`config.mk`:
```
export PLATFORM = sky130hd
export DESIGN_NAME = regfile_32x64_flat
export DESIGN_NICKNAME = d
export VERILOG_FILES = /design/src/rtl/regfile_32x64_if.sv /design/src/rtl/regfile_32x64.sv /design/src/flat_wrapper.sv
export SDC_FILE = /design/constraint.sdc
export NUM_CORES = 2
export LEC_CHECK = 0
export BUFFER_PORTS_ARGS = -buffer_cell sky130_fd_sc_hd__buf_4
export CORE_MARGIN = 2
export CORE_UTILIZATION = 30
export DETAILED_ROUTE_END_ITERATION = 10
export PLACE_DENSITY_LB_ADDON = 0.2
export SYNTH_ARGS = -nofsm -noshare
export SYNTH_HDL_FRONTEND = slang
export SYNTH_SLANG_ARGS = --single-unit
```
`constraint.sdc`:
```
create_clock -name clk -period 76.3 [get_ports clk]
set_input_delay 15.26 -clock clk [delete_from_list [all_inputs] [get_ports clk]]
set_output_delay 15.26 -clock clk [all_outputs]
set_load 0.01 [all_outputs]
```
`src/rtl/regfile_32x64_if.sv`:
```
// rtl/regfile_32x64_if.sv - read, write and scoreboard bundle of the integer register file
interface regfile_32x64_if #(
    parameter int N = 64
);
    logic [4:0]   rs1;
    logic [4:0]   rs2;
    logic [N-1:0] rdata1;
    logic [N-1:0] rdata2;
    logic         busy1;
    logic         busy2;
    logic         wr_en;
    logic [4:0]   wr_addr;
    logic [N-1:0] wr_data;
    logic         pend_set;
    logic [4:0]   pend_addr;

    modport master (
        output rs1, rs2, wr_en, wr_addr, wr_data, pend_set, pend_addr,
        input  rdata1, rdata2, busy1, busy2
    );

    modport slave (
        input  rs1, rs2, wr_en, wr_addr, wr_data, pend_set, pend_addr,
        output rdata1, rdata2, busy1, busy2
    );
endinterface

```
`src/rtl/regfile_32x64.sv`:
```
// rtl/regfile_32x64.sv - 32 x N register file with XZR, pending-write scoreboard; optional REGFILE_BYPASS_EN
module regfile_32x64 #(
    parameter int N        = 64,
    parameter int ZERO_REG = 31
) (
    input  logic            clk,
    input  logic            reset,
    regfile_32x64_if.slave  rf
);
    localparam logic [4:0] ZR = 5'(ZERO_REG);

    logic [N-1:0] regs_q [32];
    logic [31:0]  busy_q;
    logic [31:0]  busy_d;
    logic [N-1:0] mux_in [32];
    logic [31:0]  busy_vis;

    // Clear first, then set, so a new producer supersedes the retiring one.
    always_comb begin
        busy_d = busy_q;
        if (rf.wr_en)
            busy_d[rf.wr_addr] = 1'b0;
        if (rf.pend_set)
            busy_d[rf.pend_addr] = 1'b1;
        busy_d[ZR] = 1'b0;
    end

    always_ff @(posedge clk or posedge reset) begin
        if (reset) begin
            for (int i = 0; i < 32; i++)
                regs_q[i] <= '0;
            busy_q <= '0;
        end else begin
            if (rf.wr_en && rf.wr_addr != ZR)
                regs_q[rf.wr_addr] <= rf.wr_data;
            busy_q <= busy_d;
        end
    end

    always_comb begin
        for (int i = 0; i < 32; i++)
            mux_in[i] = (i == ZERO_REG) ? '0 : regs_q[i];
        busy_vis     = busy_q;
        busy_vis[ZR] = 1'b0;
    end

    logic [N-1:0] rd1_stored;
    logic [N-1:0] rd2_stored;
    logic         bz1_stored;
    logic         bz2_stored;
    logic [N-1:0] rd1_sel;
    logic [N-1:0] rd2_sel;
    logic         bz1_sel;
    logic         bz2_sel;

    assign rd1_stored = mux_in[rf.rs1];
    assign rd2_stored = mux_in[rf.rs2];
    assign bz1_stored = busy_vis[rf.rs1];
    assign bz2_stored = busy_vis[rf.rs2];

`ifdef REGFILE_BYPASS_EN
    logic hit1;
    logic hit2;

    assign hit1 = rf.wr_en && (rf.wr_addr == rf.rs1) && (rf.rs1 != ZR);
    assign hit2 = rf.wr_en && (rf.wr_addr == rf.rs2) && (rf.rs2 != ZR);

    // A retiring write unblocks the reader unless a new producer claims the same register.
    always_comb begin
        rd1_sel = hit1 ? rf.wr_data : rd1_stored;
        rd2_sel = hit2 ? rf.wr_data : rd2_stored;
        bz1_sel = bz1_stored;
        bz2_sel = bz2_stored;
        if (hit1 && !(rf.pend_set && rf.pend_addr == rf.rs1))
            bz1_sel = 1'b0;
        if (hit2 && !(rf.pend_set && rf.pend_addr == rf.rs2))
            bz2_sel = 1'b0;
    end
`else
    always_comb begin
        rd1_sel = rd1_stored;
        rd2_sel = rd2_stored;
        bz1_sel = bz1_stored;
        bz2_sel = bz2_stored;
    end
`endif

    assign rf.rdata1 = reset ? '0 : rd1_sel;
    assign rf.rdata2 = reset ? '0 : rd2_sel;
    assign rf.busy1  = reset ? 1'b0 : bz1_sel;
    assign rf.busy2  = reset ? 1'b0 : bz2_sel;
endmodule

```
`src/flat_wrapper.sv`:
```
// flat-port wrapper written by rule: the top's interface ports become plain ports
module regfile_32x64_flat 
#(
    parameter int N        = 64,
    parameter int ZERO_REG = 31
)
  (clk, reset, rf_rs1, rf_rs2, rf_wr_en, rf_wr_addr, rf_wr_data, rf_pend_set, rf_pend_addr, rf_rdata1, rf_rdata2, rf_busy1, rf_busy2);
  regfile_32x64_if #(.N(N)) rf_i ();
  input  logic clk;
  input  logic reset;
  input wire logic [$bits(rf_i.rs1)-1:0] rf_rs1;
  input wire logic [$bits(rf_i.rs2)-1:0] rf_rs2;
  input wire logic [$bits(rf_i.wr_en)-1:0] rf_wr_en;
  input wire logic [$bits(rf_i.wr_addr)-1:0] rf_wr_addr;
  input wire logic [$bits(rf_i.wr_data)-1:0] rf_wr_data;
  input wire logic [$bits(rf_i.pend_set)-1:0] rf_pend_set;
  input wire logic [$bits(rf_i.pend_addr)-1:0] rf_pend_addr;
  output wire logic [$bits(rf_i.rdata1)-1:0] rf_rdata1;
  output wire logic [$bits(rf_i.rdata2)-1:0] rf_rdata2;
  output wire logic [$bits(rf_i.busy1)-1:0] rf_busy1;
  output wire logic [$bits(rf_i.busy2)-1:0] rf_busy2;
  assign rf_i.rs1 = rf_rs1;
  assign rf_i.rs2 = rf_rs2;
  assign rf_i.wr_en = rf_wr_en;
  assign rf_i.wr_addr = rf_wr_addr;
  assign rf_i.wr_data = rf_wr_data;
  assign rf_i.pend_set = rf_pend_set;
  assign rf_i.pend_addr = rf_pend_addr;
  assign rf_rdata1 = rf_i.rdata1;
  assign rf_rdata2 = rf_i.rdata2;
  assign rf_busy1 = rf_i.busy1;
  assign rf_busy2 = rf_i.busy2;
  regfile_32x64 #(.N(N), .ZERO_REG(ZERO_REG)) u_core (.clk(clk), .reset(reset), .rf(rf_i));
endmodule
```
# Word-level counts from Yosys, hierarchy flattened
# Index checks and enable logic that the tools add are counted.
# Widths: inputs -> output; s select.
# classes
magnitude_cmp	10
reduce_logical	4
eq_ne	1
n_bitwise	6
mux	23
# ops
op	n
$bwmux 2048	1
$bmux 64 s5	2
$mux 64	7
$demux 64 s5	1
$mux 31	2
$and 31x31->31	1
$not 31->31	1
$or 31x31->31	1
$lt 5x6->1 const B	4
$ge 6x6->1 const B	3
$not 5->6	3
$bmux 1 s5	2
$demux 1 s5	2
$ge 5x1->1 const B	2
$lt 6x1->1 const B	1
$mux 1	6
$ne 5x5->1 const B	1
$logic_and 1x1->1	4
# word_totals
output_inout_bits	130
ff_bits	2079
input_bits	88
word_cells	77

# Longest topological paths before layout
# depth
ltp_word	9
mapped_depth	9
mapped_depth_nobuf	4

# Worst setup path after synthesis
# Ideal clock, no wire load.
# synth_path
kind	input to output
startpoint	input rf_rs2[1]
endpoint	output rf_rdata2[39]
path_slack_ps	44282
n_path_buf	5
path_stages	9
t_arrival_ps	16758
required_time_ps	61040
cell_sequence	buf_2 -> buf_6 -> buf_8 -> buf_12 -> buf_8 -> mux2i_1 -> a221oi_1 -> o21ai_1 -> a311oi_1
# synth_between
elab_chain_cells	5
# synth_rtl
item	line_no	text
start: declaration	flat_wrapper.sv:12	input wire logic [$bits(rf_i.rs2)-1:0] rf_rs2;
$not 5->6 (implied by the code)	regfile_32x64.sv:57	assign rd2_stored = mux_in[rf.rs2];
$bmux 64 s5	regfile_32x64.sv:57	
$mux 64 (implied by the code) (2 in series)	regfile_32x64.sv:57	
$mux 64	regfile_32x64.sv:89	assign rf.rdata2 = reset ? '0 : rd2_sel;
end: declaration	flat_wrapper.sv:19	output wire logic [$bits(rf_i.rdata2)-1:0] rf_rdata2;
# No other way between the ends. The select of a mux whose other input is x is not followed.

# Worst setup path after layout
# layout_path
startpoint	input rf_rs2[1]
endpoint	output rf_rdata2[43]
# Same word-level chain as after synthesis.

==> results.cfg <==
[synth]
yosys_warnings = 0
netlist_area_um2 = 110000
ys_types = 51
yosysTopAreaCellShare_pct = 45.9
async_flop_share_pct = 100
ys_seq_area_share_pct = 45.9
ys_ff_latch = 2015
synth_ff_type = dfrtp_1
syn_avg_cell_area_um2 = 14.0
syn_inst = 7814
synth_edf_count = 0
synth_top_area_cell = dfrtp_1
yosys-top-cells-area = dfrtp_1 (46%), mux2_2 (19%), mux4_2 (11%)
syn_nets = 7902

[floorplanning]
ios = 218
core_area_um2 = 365000
row_count = 222
fp.dieArea_um2 = 371000
start_util_pct = 30.1
die_x_um = 609
die_h_um = 609

[timing]
fmax_mhz = 27.3
fin_crit_sh_pct = 48.1
rsz0062_at_grt = false
finalSetupViolations = 0
worst_clock_skew_ps = 0
period_minus_slack_ps = 36670
setup_tns_ps = 0
finalHoldViolCount = 0
drv_slew = 0
max_slew_margin_pct = 13.3
tightest_slew_ps = 1290

[drt]
ant_nets = 0
drt-initial-drc-count = 5429
drt_pass1_iterations = 5
vias = 72500
vias_per_cell = 5.76
wl_um = 410000
routedWlPerCell_um = 32.6
drcViolationCount = 0

[placement]
placed_area_um2 = 115000
port_buffers = 217
gp_congestion = 0.763
hpwl_um = 226000

[critical_path]
critPathRequiredTime_ps = 61040
crit_path_max_fanout = 47
end_kind = primary output
cp-start-kind = primary input
arrival_ps = 21410
crit_type = in -> out

[cts]
h-tree-depth = 4
clk_pin_slew_ps = 60
postCtsResizedCells = 0
cts-root-buf = clkbuf_16
cts_buffer_depth = 4
clock-sinks = 2015
hold_buffers = 0
postCtsSetupRepairBufs = 0
clk_latency_ps = 920
cts_tree = built
numCtsBuffers = 236

[global_routing]
grt_pass1_vias = 77100
grt_pass1_wl_um = 588000
grt_usage_pct = 21.7
overflow = 0
antenna_found_initial = 20
grt_start_max_net_pins = 182

[pwr]
swShare_pct = 28.5
combPwrFrac_pct = 19.6
pwr-share-seq_pct = 44.3
power.leakage_nw = 52.9
p_clk_share_pct = 36.0
p_per_area_nw_per_um2 = 26.3
switchingPower_uw = 920
worst_ir_drop_vdd_v = 0.0000201
p_int_mw = 2.30

[cells_and_area]
drive_gt1_share_pct = 43.0
area_delta_synth_final_pct = 11.7
num-nets-final = 7662
final_cell_area_um2 = 123000

[job]
drv_cap = 0

[min_path]
hold_class = reg -> reg

[outcome]
outcome = completed
==> sequential cells by signal, summed over array words and instances, names as in the netlist <==
| name | flops |
|---|---|
| u_core.busy_q | 31 |
| u_core.mux_in | 1984 |
==> cells by family (layout without fill, tap and decap cells) <==
logic type / Yosys count / count (layout) / share of synthesized area [%]
simple gates: 218 / 218 / 1.29
other cells: 0 / 5 / 0
buf+inv: 962 / 917 / 4.39
mux: 3414 / 3414 / 39.4
flops: 2015 / 2015 / 45.9
compound gates: 1205 / 1205 / 9.01
==> per-stage QoR <==
stage	utilization (%)	power (mW)	worst slack [ps]	hold WS, ps	std cells
5_1_grt	33.6	3.37	39360	518	12600
6_report	33.6	3.22	39630	504	12600
4_1_cts	33.6	3.25	39590	508	12600
3_3_place_gp	31.4	2.05	39520	481	12200
2_1_floorplan	-	1.90	4020	470	7814
3_5_place_dp	31.4	2.08	39590	494	12200
==> synth_stat cells (all sizes together) (4+ instances only) <==
cell	instances
inv	70
a221oi	130
or2	7
mux4	524
a21oi	128
o211ai	126
nor3b	10
o21ai	158
nand3	6
clkbuf	384
a2bb2oi	126
nor2	18
nor2b	4
a22o	16
o221ai	256
a311oi	126
a211oi	128
nor3	6
buf	508
and2	128
mux2i	906
o221a	4
mux2	1984
nand2	21
nand3b	9
dfrtp	2015
==> routing by layer <==
metal	wire, um	up-vias	GRT usage, %	share of wire, %
met5	31	-	0	0.0076
met4	14200	4	7.24	3.5
li1	-	29900	-	-
met3	18200	657	2.61	4.4
met1	182000	39900	29.5	44
met2	196000	2090	35.9	48
==> final cells by class <==
class / instances / area (um^2)
sequential: 2015 / 50400
clock inverter: 71 / 841
inverter: 70 / 275
antenna: 5 / 12.5
fill: 35700 / 242000
tap: 4816 / 6030
multi-input combinational: 4837 / 54700
timing repair buffer: 414 / 3280
clock buffer: 362 / 7010
==> cell usage in the layout, fill, tap and decap left out, drive strengths merged, types with 128 or more instances in the layout <==
| cell type | count |
|---|---|
| o221ai | 256 |
| a21oi | 128 |
| mux2i | 906 |
| mux2 | 1984 |
| buf | 414 |
| clkbuf | 362 |
| and2 | 128 |
| dfrtp | 2015 |
| o21ai | 158 |
| mux4 | 524 |
| a221oi | 130 |
| a211oi | 128 |
==> critical path, stage by stage <==
cell and delay (ps):
buf_8 370, buf_4 790, buf_4 690, buf_4 740, buf_4 840, buf_4 830, mux2i_1 200, a221oi_2 310
o21ai_1 100, a311oi_1 790, buf_4 260
==> path summary, 6_finish.rpt <==
kind | endpoint | startpoint | cells after the start | slack [ps]
worst max-delay path | rf_rdata2[43] | rf_rs2[1] | 11 | 39630
worst min-delay path | u_core.mux_in[408] | u_core.mux_in[408] | 1 | 500
worst max register to register | u_core.mux_in[1264] | u_core.mux_in[1264] | 1 | 75490
worst min register to register | u_core.mux_in[408] | u_core.mux_in[408] | 1 | 500
max in group asynchronous | u_core.mux_in[230] | reset | 8 | 56370
min in group asynchronous | u_core.mux_in[1420] | reset | 4 | 15670
==> power by group through the flow <==
stage	Combinational (mW)	Clock (mW)	Sequential, mW
global placement	0.622	0	1.43
finish	0.633	1.16	1.43
detailed placement	0.637	0	1.44
CTS	0.638	1.19	1.42
floorplan	0.497	0	1.41
global route	0.682	1.23	1.46
No activity file was read; power rests on OpenSTA's default activity.
